`src/rtl/vxe_biu_regbank.sv`:
```
// vxe_biu_regbank: BIU-facing control/status register bank with
// masked interrupt events, alternating read/write arbitration.
module vxe_biu_regbank #(
    parameter int          ADDR_WIDTH = 32,
    parameter int          NINTR      = 2,
    parameter logic [31:0] REG_ID     = 32'h5658_4531
) (
    input  logic                  clk,
    input  logic                  nrst,
    input  logic [ADDR_WIDTH-1:0] biu_waddr,
    input  logic                  biu_wenable,
    input  logic [31:0]           biu_wdata,
    input  logic [3:0]            biu_wben,
    output logic                  biu_waccept,
    output logic                  biu_werror,
    input  logic [ADDR_WIDTH-1:0] biu_raddr,
    input  logic                  biu_renable,
    output logic [31:0]           biu_rdata,
    output logic                  biu_raccept,
    output logic                  biu_rerror,
    output logic                  ctrl_enable,
    output logic                  ctrl_start,
    input  logic                  unit_busy,
    input  logic [NINTR-1:0]      intr_event,
    output logic                  intr
);

    typedef enum logic [1:0] {IDLE, WACC, RACC} state_t;

    localparam logic [5:0] OFF_ID   = 6'd0;
    localparam logic [5:0] OFF_CTRL = 6'd1;
    localparam logic [5:0] OFF_STAT = 6'd2;
    localparam logic [5:0] OFF_MASK = 6'd3;
    localparam logic [5:0] OFF_RAW  = 6'd4;
    localparam logic [5:0] OFF_ACT  = 6'd5;

    state_t           state, state_nx;
    logic             last_wr, last_wr_nx;
    logic [7:0]       addr_q;
    logic [31:0]      wdata_q;
    logic [3:0]       wben_q;
    logic [NINTR-1:0] mask, mask_nx;
    logic [NINTR-1:0] raw, clr;
    logic [5:0]       off;
    logic             misal, bad_off, ro_reg;
    logic             werr_c, rerr_c, do_wr;
    logic [31:0]      rv;
    logic             unused_sink;

    // Only addr[7:0] matters; the rest of the bus is deliberately ignored.
    assign unused_sink = ^{biu_waddr, biu_raddr, biu_wdata};

    always_comb begin
        state_nx   = state;
        last_wr_nx = last_wr;
        case (state)
            IDLE: begin
                if (biu_wenable && (!biu_renable || !last_wr)) begin
                    state_nx   = WACC;
                    last_wr_nx = 1'b1;
                end else if (biu_renable) begin
                    state_nx   = RACC;
                    last_wr_nx = 1'b0;
                end
            end
            default: state_nx = IDLE;
        endcase
    end

    always_ff @(posedge clk) begin
        if (!nrst) begin
            state   <= IDLE;
            last_wr <= 1'b0;
            addr_q  <= '0;
            wdata_q <= '0;
            wben_q  <= '0;
        end else begin
            state   <= state_nx;
            last_wr <= last_wr_nx;
            if (state == IDLE && state_nx == WACC) begin
                addr_q  <= biu_waddr[7:0];
                wdata_q <= biu_wdata;
                wben_q  <= biu_wben;
            end else if (state == IDLE && state_nx == RACC) begin
                addr_q  <= biu_raddr[7:0];
            end
        end
    end

    assign off     = addr_q[7:2];
    assign misal   = |addr_q[1:0];
    assign bad_off = off > OFF_ACT;
    assign ro_reg  = (off == OFF_ID) || (off == OFF_STAT) || (off == OFF_ACT);
    assign werr_c  = misal || bad_off || ro_reg;
    assign rerr_c  = misal || bad_off;
    assign do_wr   = (state == WACC) && !werr_c;

    always_comb begin
        mask_nx = mask;
        clr     = '0;
        for (int i = 0; i < NINTR; i++) begin
            if (do_wr && off == OFF_MASK && wben_q[i/8])
                mask_nx[i] = wdata_q[i];
            if (do_wr && off == OFF_RAW && wben_q[i/8])
                clr[i] = wdata_q[i];
        end
    end

    always_ff @(posedge clk) begin
        if (!nrst) begin
            ctrl_enable <= 1'b0;
            ctrl_start  <= 1'b0;
            mask        <= '0;
            raw         <= '0;
            intr        <= 1'b0;
        end else begin
            ctrl_start <= do_wr && off == OFF_CTRL && wben_q[0] && wdata_q[1];
            if (do_wr && off == OFF_CTRL && wben_q[0])
                ctrl_enable <= wdata_q[0];
            mask <= mask_nx;
            // A new event wins over a same-cycle clear.
            raw  <= (raw & ~clr) | intr_event;
            intr <= |(raw & mask);
        end
    end

    always_comb begin
        rv = '0;
        case (off)
            OFF_ID:   rv = REG_ID;
            OFF_CTRL: rv[0] = ctrl_enable;
            OFF_STAT: rv[0] = unit_busy;
            OFF_MASK: rv[NINTR-1:0] = mask;
            OFF_RAW:  rv[NINTR-1:0] = raw;
            OFF_ACT:  rv[NINTR-1:0] = raw & mask;
            default:  rv = '0;
        endcase
    end

    // Gating with nrst suppresses the handshake of an aborted transfer.
    assign biu_waccept = (state == WACC) && nrst;
    assign biu_werror  = (state == WACC) && nrst && werr_c;
    assign biu_raccept = (state == RACC) && nrst;
    assign biu_rerror  = (state == RACC) && nrst && rerr_c;
    assign biu_rdata   = ((state == RACC) && nrst && !rerr_c) ? rv : 32'h0;

endmodule
```
`config.mk`:
```
export PLATFORM = sky130hd
export DESIGN_NAME = vxe_biu_regbank
export DESIGN_NICKNAME = d
export VERILOG_FILES = /design/src/rtl/vxe_biu_regbank.sv
export SDC_FILE = /design/constraint.sdc
export NUM_CORES = 1
export LEC_CHECK = 0
export ABC_AREA = 1
export BUFFER_PORTS_ARGS = -buffer_cell sky130_fd_sc_hd__buf_4
export CORE_MARGIN = 5
export CORE_UTILIZATION = 30
export DETAILED_ROUTE_END_ITERATION = 12
export MAX_ROUTING_LAYER = met4
export PLACE_DENSITY = 0.71
export SYNTH_ARGS = -nofsm -noshare
export SYNTH_HDL_FRONTEND = slang
export SYNTH_SLANG_ARGS = --single-unit
```
`constraint.sdc`:
```
create_clock -name clk -period 2.9 [get_ports clk]
set_input_delay 0.29 -clock clk [delete_from_list [all_inputs] [get_ports clk]]
set_output_delay 0.29 -clock clk [all_outputs]
set_load 0.02 [all_outputs]
```
==> metrics.md, run 1 <==
| Metric | Value |
|---|---|
| Min Clock Period, post-route | `about 2.5 ns` |
| Synth cell types | `26` |
| Fraction of the mapped netlist area in simple logic gates | `0.361` |
| Post-Syn Area per Cell | `roughly 7 um^2` |
| Final total power | `between 0.0007 and 0.0008 W` |
| Clk buf depth | `2` |
| IO buf count | `46` |
| Outcome | `completed` |
| Crit. End Element | `output port` |
| XOR/XNOR Fraction of Synth Area | `0` |
| # setup viols final | `0` |
| Setup_tns | `0 ns` |
| Die span in y | `a little under 80 um` |
| Clk Latency, worst-skew pair | `0.26 ns` |
| Vias in the first global route | `roughly 1,200` |
| Die area | `5950 um^2` |
| Largest family of logic cells by synthesized area | `simple AND/OR/NAND/NOR gates` |
| Adder-Cell Fraction of Synth Area | `0` |
| Vias per Instance | `about 4.4` |
| Initial core utilization | `0.311` |
| Max_slew headroom | `0.562` |
| Max Fclk | `407 MHz` |
| Seq/Total Area, Yosys | `0.311` |
| H-Tree Depth | `1` |
| Dpl hpwl | `roughly 2.6 mm` |
| Slew Limit Fails | `0` |
| Most used flip-flop cell after synthesis | `dfxtp_1` |
| Reg2reg end | `ctrl_enable$_SDFFE_PN0P_` |
| Max rail drop VDD | `between 0.15 and 0.2 mV` |
| Power density of the placed cells | `about 430 nW/um^2` |
| CP max stage cell | `nor2_1` |
| CTS tree | `built` |
| Root Buffer | `clkbuf_8` |
| WL/cell | `roughly 11 um` |
| Post-CTS Hold Buffers | `0` |
| GRT Util Overall | `0.108` |
| Total number of vias | `around 1,200` |
| Largest net degree at the start of global routing | `14` |
| Drt pass-1 iters | `4` |
| Maximum Capacitance Violations | `0` |
| Async SR Flop Fraction | `0` |
| ANT nets after route | `0` |
| Top cell type's share of synthesized area | `0.311` |
| Worst R2R Setup Slack | `~1.6 ns` |
| Synth cell count leaders | `51 x nand2_1, 29 x buf_4, 23 x nor2_1` |
| Fraction of layout instances using a drive strength above 1 | `0.278` |
| YS warnings | `0` |
| Placed Area | `1590 um^2` |
| Crit share post-route | `0.846` |
| Critical Path RT | `roughly 2.6 ns` |
| Core area | `around 4400 um^2` |
| RePlAce Congestion | `about 0.9` |
| Initial antenna violation count | `0` |
| Critical path's most frequent cell | `nor2_1` |
| Endpoint, Worst Hold | `addr_q[5]$_SDFFE_PN0P_` |
| Row cnt | `24` |
| Critical Path Fanout Max | `12` |
| Compound-Gate Fraction of Synth Area | `0.0768` |
| Max stage delay on crit path | `about 0.54 ns` |
| Die Span X | `~77 um` |
| Count leader, synth | `nand2_1` |
| Mux cell area share after synthesis | `0` |
| Seq cells post-synth | `21` |
| Final Cell Area | `about 1600 um^2` |
| 1st-iter DRT viols | `37` |
| Grt total ovfl | `0` |
| Critical path arrival | `~2.2 ns` |
| Layout area overhead | `21.0%` |
| # Post-CTS Setup Buffers | `0` |
| Synth area leaders | `dfxtp_1 31%, buf_4 16%, nand2_1 14%` |
| Worst setup SP type | `register` |
| First-pass GRT wire length | `a little over 5 mm` |
| Clock sink count | `21` |
| Final hold violation count | `0` |
| I/O pins | `between 100 and 150` |
| Post_cts resized | `0` |
| R2R depth | `9` |
| EDFF count, synth | `0` |
| RSZ-0062 raised after global routing | `no` |
| CP Cell Sequence | `inv_2 > nor2_1 > nand3_2 > clkinv_1 > o21a_2 > nand2_1 > nor2_1 > buf_4` |
| Nets | `between 300 and 400` |
| Hold Crit Depth | `3` |
| HP Start | `biu_raddr[5]` |
| Skew final | `approximately 0.0071 ns` |
| P_leak | `around 0.85 nW` |
| Clock-pin transition on the worst setup and hold timing paths | `approximately 0.08 ns` |
| WS Path Type | `register to output port` |
| Drt total wl | `about 3.1 mm` |
| Mapped Area | `around 1400 um^2` |
| TritonCTS Buffers | `3` |
| Actual slew at the worst max-slew pin | `between 0.6 and 0.7 ns` |
| ANT cells | `0` |
| Gate Count Post-Synth | `about 200` |
| Drt drc | `0` |
| Filler instances | `approximately 460` |
| Worst reg2reg startpoint | `addr_q[7]$_SDFFE_PN0P_` |
| Worst Path Buf+Inv | `3` |
| Largest delay share family, worst path | `simple AND/OR/NAND/NOR gates` |
| Cell taking the most area after synthesis | `dfxtp_1` |
| Hold WC Path Type | `primary input to register` |
[metrics by stage]
step / util / instances / setup WS [ns] / hold slack (ns)
floorplan: - / 215 / 0.610 / 0.410
global placement: 0.366 / 282 / 0.795 / 0.460
detailed placement: 0.366 / 282 / 0.735 / 0.467
CTS: 0.376 / 286 / 0.430 / 0.244
global route: 0.376 / 286 / 0.169 / 0.247
finish: 0.376 / 286 / 0.445 / 0.245
[worst reg2reg max path, delay by kind of cell, from the launching register on]
family,cells,cell delay [ns]
flip-flops,1,0.34
AND/OR/NAND/NOR,9,0.97
[power breakdown]
part / leakage [nW] / switching [W] / internal [W] / total [W]
clock network: 0.0228 / 0.0000957 / 0.0000979 / 0.000194
registers: 0.173 / 0.0000165 / 0.000307 / 0.000324
logic: 0.653 / 0.000114 / 0.0000684 / 0.000183
[kinds of logic after synthesis]
family          Yosys count
buf+inv                  58
simple gates            101
other cells               1
flops                    21
compound gates           17
[cell usage in the layout (no fill, tap or decap), drive strengths merged, types with 2 or more instances in the layout]
| master | Yosys | routed |
|---|---|---|
| a21oi | 6 | 6 |
| a31oi | 2 | 2 |
| buf | 29 | 46 |
| clkbuf | 2 | 4 |
| conb | 1 | 18 |
| dfxtp | 21 | 21 |
| inv | 26 | 26 |
| nand2 | 52 | 52 |
| nand3 | 15 | 15 |
| nor2 | 27 | 27 |
| nor3 | 5 | 5 |
| o211ai | 2 | 2 |
| o21ai | 3 | 3 |
[per-layer routing]
| layer | global-route usage | up-vias | share of wire |
|---|---|---|---|
| met5 | - | - | 0 |
| met4 | 0.0412 | 0 | 0.017 |
| met3 | 0.0304 | 4 | 0.090 |
| met2 | 0.186 | 47 | 0.47 |
| met1 | 0.118 | 552 | 0.43 |
| li1 | - | 645 | - |
[state kept, by name, summed over array words and instances (netlist names), 2 cells and up]
| register | count |
|---|---|
| addr_q | 8 |
| mask | 2 |
| wdata_q | 2 |
| state | 2 |
| raw | 2 |
[worst max path at each step]
stage               cells past startpoint  slack [ns]                   start             to
floorplan                               5        0.61     state[1]$_SDFF_PN0_  biu_rdata[10]
global placement                        8        0.79  addr_q[2]$_SDFFE_PN0P_  biu_rdata[19]
detailed placement                      8        0.73  addr_q[2]$_SDFFE_PN0P_  biu_rdata[22]
CTS                                     8        0.43  addr_q[2]$_SDFFE_PN0P_  biu_rdata[22]
global route                            8        0.17  addr_q[2]$_SDFFE_PN0P_  biu_rdata[28]
finish                                  8        0.45  addr_q[2]$_SDFFE_PN0P_  biu_rdata[22]
[cell type report]
cell class | instances | area, um^2 | share of cell area
multi-input cells | 136 | 659 | 0.403
clock buffers | 4 | 45.0 | 0.0275
well taps | 52 | 65.1 | 0.0398
flip-flops and latches | 21 | 420 | 0.257
repair buffers | 46 | 345 | 0.211
inverters | 27 | 101 | 0.0619
(Power assumes the default switching activity.)
==> run 2: changes to the inputs <==
--- a/config.mk
+++ b/config.mk
@@ -11,7 +11,7 @@
 export CORE_UTILIZATION = 30
 export DETAILED_ROUTE_END_ITERATION = 12
 export MAX_ROUTING_LAYER = met4
-export PLACE_DENSITY = 0.71
+export PLACE_DENSITY = 0.74
 export SYNTH_ARGS = -nofsm -noshare
 export SYNTH_HDL_FRONTEND = slang
 export SYNTH_SLANG_ARGS = --single-unit
==> constraint.sdc (replaced) <==
create_clock -name clk -period 2.2 [get_ports clk]
set_input_delay 0.22 -clock clk [delete_from_list [all_inputs] [get_ports clk]]
set_output_delay 0.22 -clock clk [all_outputs]
set_load 0.02 [all_outputs]
==> run 2 against run 1 <==
Worst hold slack worse by 0.073 ns. Count of clock-buffer cells in the layout unchanged. Combinational power up 37%. Sequential power up 32%. Flip-flop and latch count unchanged. First-iteration DRC count up 30%. Register-to-register slack worse by 0.74 ns. Via count down 0.32%. Die area unchanged. Utilization up 0.75 points. Total power up 33%. Critical endpoint is now biu_rdata[5]. Largest cell class unchanged. Largest power group unchanged.
==> metrics.md, run 2 (synthesis gave the netlist of run 1 again) <==
| Metric | Value |
|---|---|
| WS Path Type | `register to output port (unchanged)` |
| Critical path arrival | `1.76 ns (was 2.16 ns)` |
| Die Span X | `77.1 um (unchanged)` |
| Min Clock Period, post-route | `roughly 2 ns` |
| Max reg flops | `8 (unchanged)` |
| # setup viols final | `0 (unchanged)` |
| GRT Util Overall | `0.107 (was 0.108)` |
| Final hold violation count | `0 (unchanged)` |
| Post-CTS Hold Buffers | `0 (unchanged)` |
| Grt total ovfl | `0 (unchanged)` |
| Worst R2R Setup Slack | `0.81 ns (was 1.55 ns)` |
| Fraction of layout instances using a drive strength above 1 | `0.298 (was 0.278)` |
| 1st-iter DRT viols | `48 (was 37)` |
| I/O pins | `146 (unchanged)` |
| ANT nets after route | `0 (unchanged)` |
| Initial antenna violation count | `0 (unchanged)` |
| RSZ-0062 raised after global routing | `no (unchanged)` |
| Core area | `4350 um^2 (unchanged)` |
| Drt drc | `0 (unchanged)` |
| Vias per Instance | `4.33 (was 4.36)` |
| Max Fclk | `between 500 and 600 MHz` |
| Worst setup SP type | `register (unchanged)` |
| Row cnt | `24 (unchanged)` |
| Commonest non-fill, non-tap cell in the layout | `nand2_1 (unchanged)` |
| Drt pass-1 iters | `4 (unchanged)` |
| Clock-pin transition on the worst setup and hold timing paths | `0.07 ns (was 0.08 ns)` |
| Initial core utilization | `0.311 (unchanged)` |
| Cell count after placement | `282 (unchanged)` |
| Clk Latency, worst-skew pair | `0.26 ns (about the same)` |
| Pre-CTS setup slack | `0.328 ns (was 0.735 ns)` |
| P_leak | `0.850 nW (was 0.848 nW)` |
| First-pass GRT wire length | `5.29 mm (was 5.19 mm)` |
| Power density of the placed cells | `556 nW/um^2 (was 428 nW/um^2)` |
| Largest net degree at the start of global routing | `14 (unchanged)` |
| Crit share post-route | `0.900` |
| Dpl hpwl | `2.59 mm (was 2.58 mm)` |
| Hold WC Path Type | `primary input to register (unchanged)` |
| ANT cells | `0 (unchanged)` |
| Total number of vias | `1,244 (was 1,248)` |
| Die area | `5950 um^2 (unchanged)` |
| Sequential Area | `420 um^2 (unchanged)` |
| Outcome | `completed (unchanged)` |
| Most frequent cells in the layout | `50 x nand2_1, 46 x buf_4, 22 x nor2_1 (was 51 x nand2_1, 46 x buf_4, 23 x nor2_1)` |
| Clk buf depth | `2 (unchanged)` |
| Die span in y | `77.1 um (unchanged)` |
| Final WS setup | `0.220 ns (was 0.445 ns)` |
| Filler instances | `478 (was 464)` |
| Max rail drop VDD | `0.263 mV (was 0.188 mV)` |
| RePlAce Congestion | `0.831 (was 0.895)` |
| Multi-input logic area | `692 um^2 (was 659 um^2)` |
| Largest Register | `addr_q (unchanged)` |
| Root Buffer | `clkbuf_8 (unchanged)` |
| Critical Path RT | `1.98 ns (was 2.61 ns)` |
| Slew Limit Fails | `0 (unchanged)` |
| Critical Path Fanout Max | `6 (was 12)` |
| Layout Cells excl Fill | `287 (was 286)` |
| IO buf count | `46 (unchanged)` |
| CTS tree | `built (unchanged)` |
| H-Tree Depth | `1 (unchanged)` |
| Drt total wl | `3.12 mm (was 3.10 mm)` |
| WL/cell | `10.9 um (was 10.8 um)` |
| TritonCTS Buffers | `3 (unchanged)` |
| Clock sink count | `21 (unchanged)` |
| Setup_tns | `0 ns (unchanged)` |
| Nets | `343 (was 342)` |
| Final total power | `0.000928 W (was 0.000700 W)` |
| Maximum Capacitance Violations | `0 (unchanged)` |
| Crit. End Element | `output port (unchanged)` |
| Vias in the first global route | `1,195 (was 1,249)` |
| Skew final | `0.00172 ns (was 0.00705 ns)` |
| Layout area overhead | `23.4% (was 21.0%)` |
[run 2: repair_timing]
action | 4_1_cts | 5_1_grt
hold endpoints to repair | 0 | 0
endpoints found under the setup margin | 0 | 13
buffers inserted | 0 | 0
gates resized for setup | 0 | 5
[run 2: final timing paths]
check / startpoint / to / cells past startpoint
hold reg to reg: last_wr$_SDFFE_PN0P_ / last_wr$_SDFFE_PN0P_ / 2
setup reg to reg: addr_q[2]$_SDFFE_PN0P_ / mask[1]$_SDFFE_PN0P_ / 8
hold / removal: biu_waddr[6] / addr_q[6]$_SDFFE_PN0P_ / 3
setup / recovery: addr_q[2]$_SDFFE_PN0P_ / biu_rdata[5] / 8
[run 2: final cells by class]
type | instances | area share
Multi-Input combinational cell | 137 | 0.415
Sequential cell | 21 | 0.252
Timing Repair Buffer | 46 | 0.207
Inverter | 27 | 0.0607
Tap cell | 52 | 0.0390
Clock buffer | 4 | 0.0270
[run 2: per-stage QoR]
step	hold slack [ns]	util	area, um^2
3_3_place_gp	0.441	0.366	1590
5_1_grt	0.175	0.383	1670
3_5_place_dp	0.443	0.366	1590
6_report	0.172	0.383	1670
4_1_cts	0.176	0.376	1640
2_1_floorplan	0.340	-	1420
[run 2: power by group]
part | switching (W) | leakage, nW | internal, W | total [W]
sequential | 0.0000218 | 0.173 | 0.000405 | 0.000427
clock | 0.000122 | 0.0228 | 0.000129 | 0.000250
combinational | 0.000159 | 0.655 | 0.0000914 | 0.000251
total | 0.000303 | 0.850 | 0.000625 | 0.000928
[run 2: per-layer routing]
metal,vias to the layer above,track usage,share of wire
met5,-,-,0
met2,50,0.172,0.48
met4,0,0.0258,0.0080
met1,544,0.132,0.43
li1,646,-,-
met3,4,0.0316,0.084
[run 2: worst max-delay path: stages, from the launching register on]
cell and delay [ns]:
dfxtp_1 0.37, inv_2 0.08, nor2_1 0.15, nand3_2 0.16, clkinv_1 0.10, o21a_2 0.13, nand2_2 0.13, nor2_4 0.21
buf_4 0.17
==> run 3: changes to the inputs <==
--- a/config.mk
+++ b/config.mk
@@ -12,6 +12,7 @@
 export DETAILED_ROUTE_END_ITERATION = 12
 export MAX_ROUTING_LAYER = met4
 export PLACE_DENSITY = 0.74
+export REMOVE_ABC_BUFFERS = 1
 export SYNTH_ARGS = -nofsm -noshare
 export SYNTH_HDL_FRONTEND = slang
 export SYNTH_SLANG_ARGS = --single-unit
==> run 3 against run 2 <==
Highest routed layer unchanged. First-iteration DRC count decreased by 19%. Worst hold slack got worse by 0.0035 ns. Sequential power about the same. Critical path depth increased by 1. Die area unchanged. Total power decreased by 0.26%.
==> metrics.md, run 3 (synthesis gave the netlist of run 1 again) <==
| Metric | Value |
|---|---|
| Max stage delay on crit path | `0.33 ns (was 0.37 ns)` |
| Placed Area | `1600 um^2 (was 1590 um^2)` |
| Multi-input logic area | `662 um^2 (was 692 um^2)` |
| RSZ-0062 raised after global routing | `no (unchanged)` |
| Vias per Instance | `4.33 (unchanged)` |
| WL/cell | `10.5 um (was 10.9 um)` |
| Reg2reg end | `mask[0]$_SDFFE_PN0P_ (was mask[1]$_SDFFE_PN0P_)` |
| Worst setup SP type | `register (unchanged)` |
| ANT nets after route | `0 (unchanged)` |
| Sequential Area | `420 um^2 (unchanged)` |
| TritonCTS Buffers | `3 (unchanged)` |
| Skew final | `0.000689 ns (was 0.00172 ns)` |
| Core area | `4350 um^2 (unchanged)` |
| ANT cells | `0 (unchanged)` |
| Initial core utilization | `0.311 (unchanged)` |
| First-pass GRT wire length | `5.20 mm (was 5.29 mm)` |
| Cell count after placement | `283 (was 282)` |
| Maximum Capacitance Violations | `0 (unchanged)` |
| H-Tree Depth | `1 (unchanged)` |
| Die span in y | `77.1 um (unchanged)` |
| Nets | `343 (unchanged)` |
| Clk buf depth | `2 (unchanged)` |
| Die Span X | `77.1 um (unchanged)` |
| Critical Path Fanout Max | `12 (was 6)` |
| Slew Limit Fails | `0 (unchanged)` |
| Worst R2R Setup Slack | `0.83 ns (was 0.81 ns)` |
| CP max stage cell | `dfxtp_1 (unchanged)` |
| P_leak | `0.853 nW (was 0.850 nW)` |
| Clock sink count | `21 (unchanged)` |
| HP Start | `biu_waddr[5] (was biu_waddr[6])` |
| Row cnt | `24 (unchanged)` |
| Crit. End Element | `output port (unchanged)` |
| Initial antenna violation count | `0 (unchanged)` |
| Commonest non-fill, non-tap cell in the layout | `nand2_1 (unchanged)` |
| Largest net degree at the start of global routing | `14 (unchanged)` |
| Layout Cells excl Fill | `287 (unchanged)` |
| Drt pass-1 iters | `4 (unchanged)` |
| Final Cell Area | `1650 um^2 (was 1670 um^2)` |
| Total number of vias | `1,244 (unchanged)` |
| Die area | `5950 um^2 (unchanged)` |
| CTS tree | `built (unchanged)` |
| Grt total ovfl | `0 (unchanged)` |
| Crit share post-route | `0.905 (was 0.900)` |
| I/O pins | `146 (unchanged)` |
| Drt total wl | `3.02 mm (was 3.12 mm)` |
| Worst reg2reg startpoint | `addr_q[3]$_SDFFE_PN0P_ (was addr_q[2]$_SDFFE_PN0P_)` |
| Vias in the first global route | `1,228 (was 1,195)` |
| Min Clock Period, post-route | `1.99 ns (was 1.98 ns)` |
| Final hold violation count | `0 (unchanged)` |
| Clock-pin transition on the worst setup and hold timing paths | `0.08 ns (was 0.07 ns)` |
| Critical Path RT | `1.98 ns (about the same)` |
| 1st-iter DRT viols | `39 (was 48)` |
| Drt drc | `0 (unchanged)` |
| RePlAce Congestion | `0.784 (was 0.831)` |
| Dpl hpwl | `2.50 mm (was 2.59 mm)` |
| Root Buffer | `clkbuf_8 (unchanged)` |
| Power density of the placed cells | `562 nW/um^2 (was 556 nW/um^2)` |
| Hold Crit Depth | `3 (unchanged)` |
| Max rail drop VDD | `0.183 mV (was 0.263 mV)` |
| Most frequent cells in the layout | `51 x nand2_1, 47 x buf_4, 22 x nor2_1 (was 50 x nand2_1, 46 x buf_4, 22 x nor2_1)` |
| R2R depth | `9 (was 8)` |
| CP Cell Sequence | `inv_1 > nor2_1 > nand3_2 > clkinv_1 > o21a_2 > nand2_1 > nor2_1 > buf_4 > buf_4 (was inv_2 > nor2_1 > nand3_2 > clkinv_1 > o21a_2 > nand2_2 > nor2_4 > buf_4)` |
| Largest Register | `addr_q (unchanged)` |
| Post-CTS Hold Buffers | `0 (unchanged)` |
| Hold WC Path Type | `primary input to register (unchanged)` |
| GRT Util Overall | `0.107 (about the same)` |
| Fraction of layout instances using a drive strength above 1 | `0.285 (was 0.298)` |
| WS Path Type | `register to output port (unchanged)` |
| Endpoint, Worst Hold | `addr_q[5]$_SDFFE_PN0P_ (was addr_q[6]$_SDFFE_PN0P_)` |
| # Post-CTS Setup Buffers | `0 (unchanged)` |
| Max reg flops | `8 (unchanged)` |
| Filler instances | `473 (was 478)` |
| Layout area overhead | `21.7% (was 23.4%)` |
| Outcome | `completed (unchanged)` |
| # setup viols final | `0 (unchanged)` |
| IO buf count | `46 (unchanged)` |
| Max Fclk | `502 MHz (was 505 MHz)` |
| Clk Latency, worst-skew pair | `0.26 ns (about the same)` |
| Critical path arrival | `1.77 ns (was 1.76 ns)` |
run 3: repair_timing:
action / in CTS / in global routing
gates resized for setup: 0 / 1
hold endpoints to repair: 0 / 0
setup endpoints to repair: 0 / 12
run 3: critical path, delay by kind of cell, from the launching register on:
family / cells / cell delay, ns
AO/OA/AOI/OAI: 1 / 0.12
flip-flops: 1 / 0.33
buffers and inverters: 4 / 0.51
AND/OR/NAND/NOR: 4 / 0.54
run 3: how the worst max path moves through the flow:
stage / start / end / slack, ns / depth (start not counted)
floorplan: state[1]$_SDFF_PN0_ / biu_rdata[10] / -2.08 / 4
global placement: addr_q[2]$_SDFFE_PN0P_ / biu_rdata[4] / 0.49 / 9
detailed placement: addr_q[2]$_SDFFE_PN0P_ / biu_rdata[22] / 0.47 / 9
CTS: addr_q[2]$_SDFFE_PN0P_ / biu_rdata[22] / 0.16 / 9
global route: addr_q[4]$_SDFFE_PN0P_ / biu_rdata[25] / 0.02 / 9
finish: addr_q[4]$_SDFFE_PN0P_ / biu_rdata[22] / 0.21 / 9
run 3: through the flow:
stage	setup WS [ns]	hold WS [ns]	total power, W	utilization	setup TNS (ns)
finish	0.210	0.168	0.000926	0.378	0
global route	0.0188	0.176	0.000981	0.378	0
CTS	0.165	0.161	0.000931	0.378	0
detailed placement	0.471	0.438	0.000678	0.367	0
global placement	0.490	0.437	0.000673	0.367	0
floorplan	-2.08	0.318	0.000602	-	-24.96
run 3: layout make-up:
type / instances / area share
Timing Repair Buffer: 47 / 0.214
Clock buffer: 4 / 0.0274
Tap cell: 52 / 0.0395
Multi-Input combinational cell: 136 / 0.402
Inverter: 27 / 0.0616
Sequential cell: 21 / 0.255
run 3: power by group:
group | switching (W) | internal, W | total, W
clock network | 0.000127 | 0.000129 | 0.000256
logic | 0.000151 | 0.0000908 | 0.000242
registers | 0.0000220 | 0.000405 | 0.000427
total | 0.000301 | 0.000625 | 0.000926
run 3: per-layer routing:
| metal | share of wire | track usage | vias to the layer above | wire length, um |
|---|---|---|---|---|
| li1 | - | - | 643 | - |
| met1 | 0.40 | 0.113 | 549 | 1210 |
| met2 | 0.49 | 0.183 | 47 | 1470 |
| met3 | 0.099 | 0.0375 | 5 | 300 |
| met4 | 0.013 | 0.0430 | 0 | 40 |
| met5 | 0 | - | - | 0 |
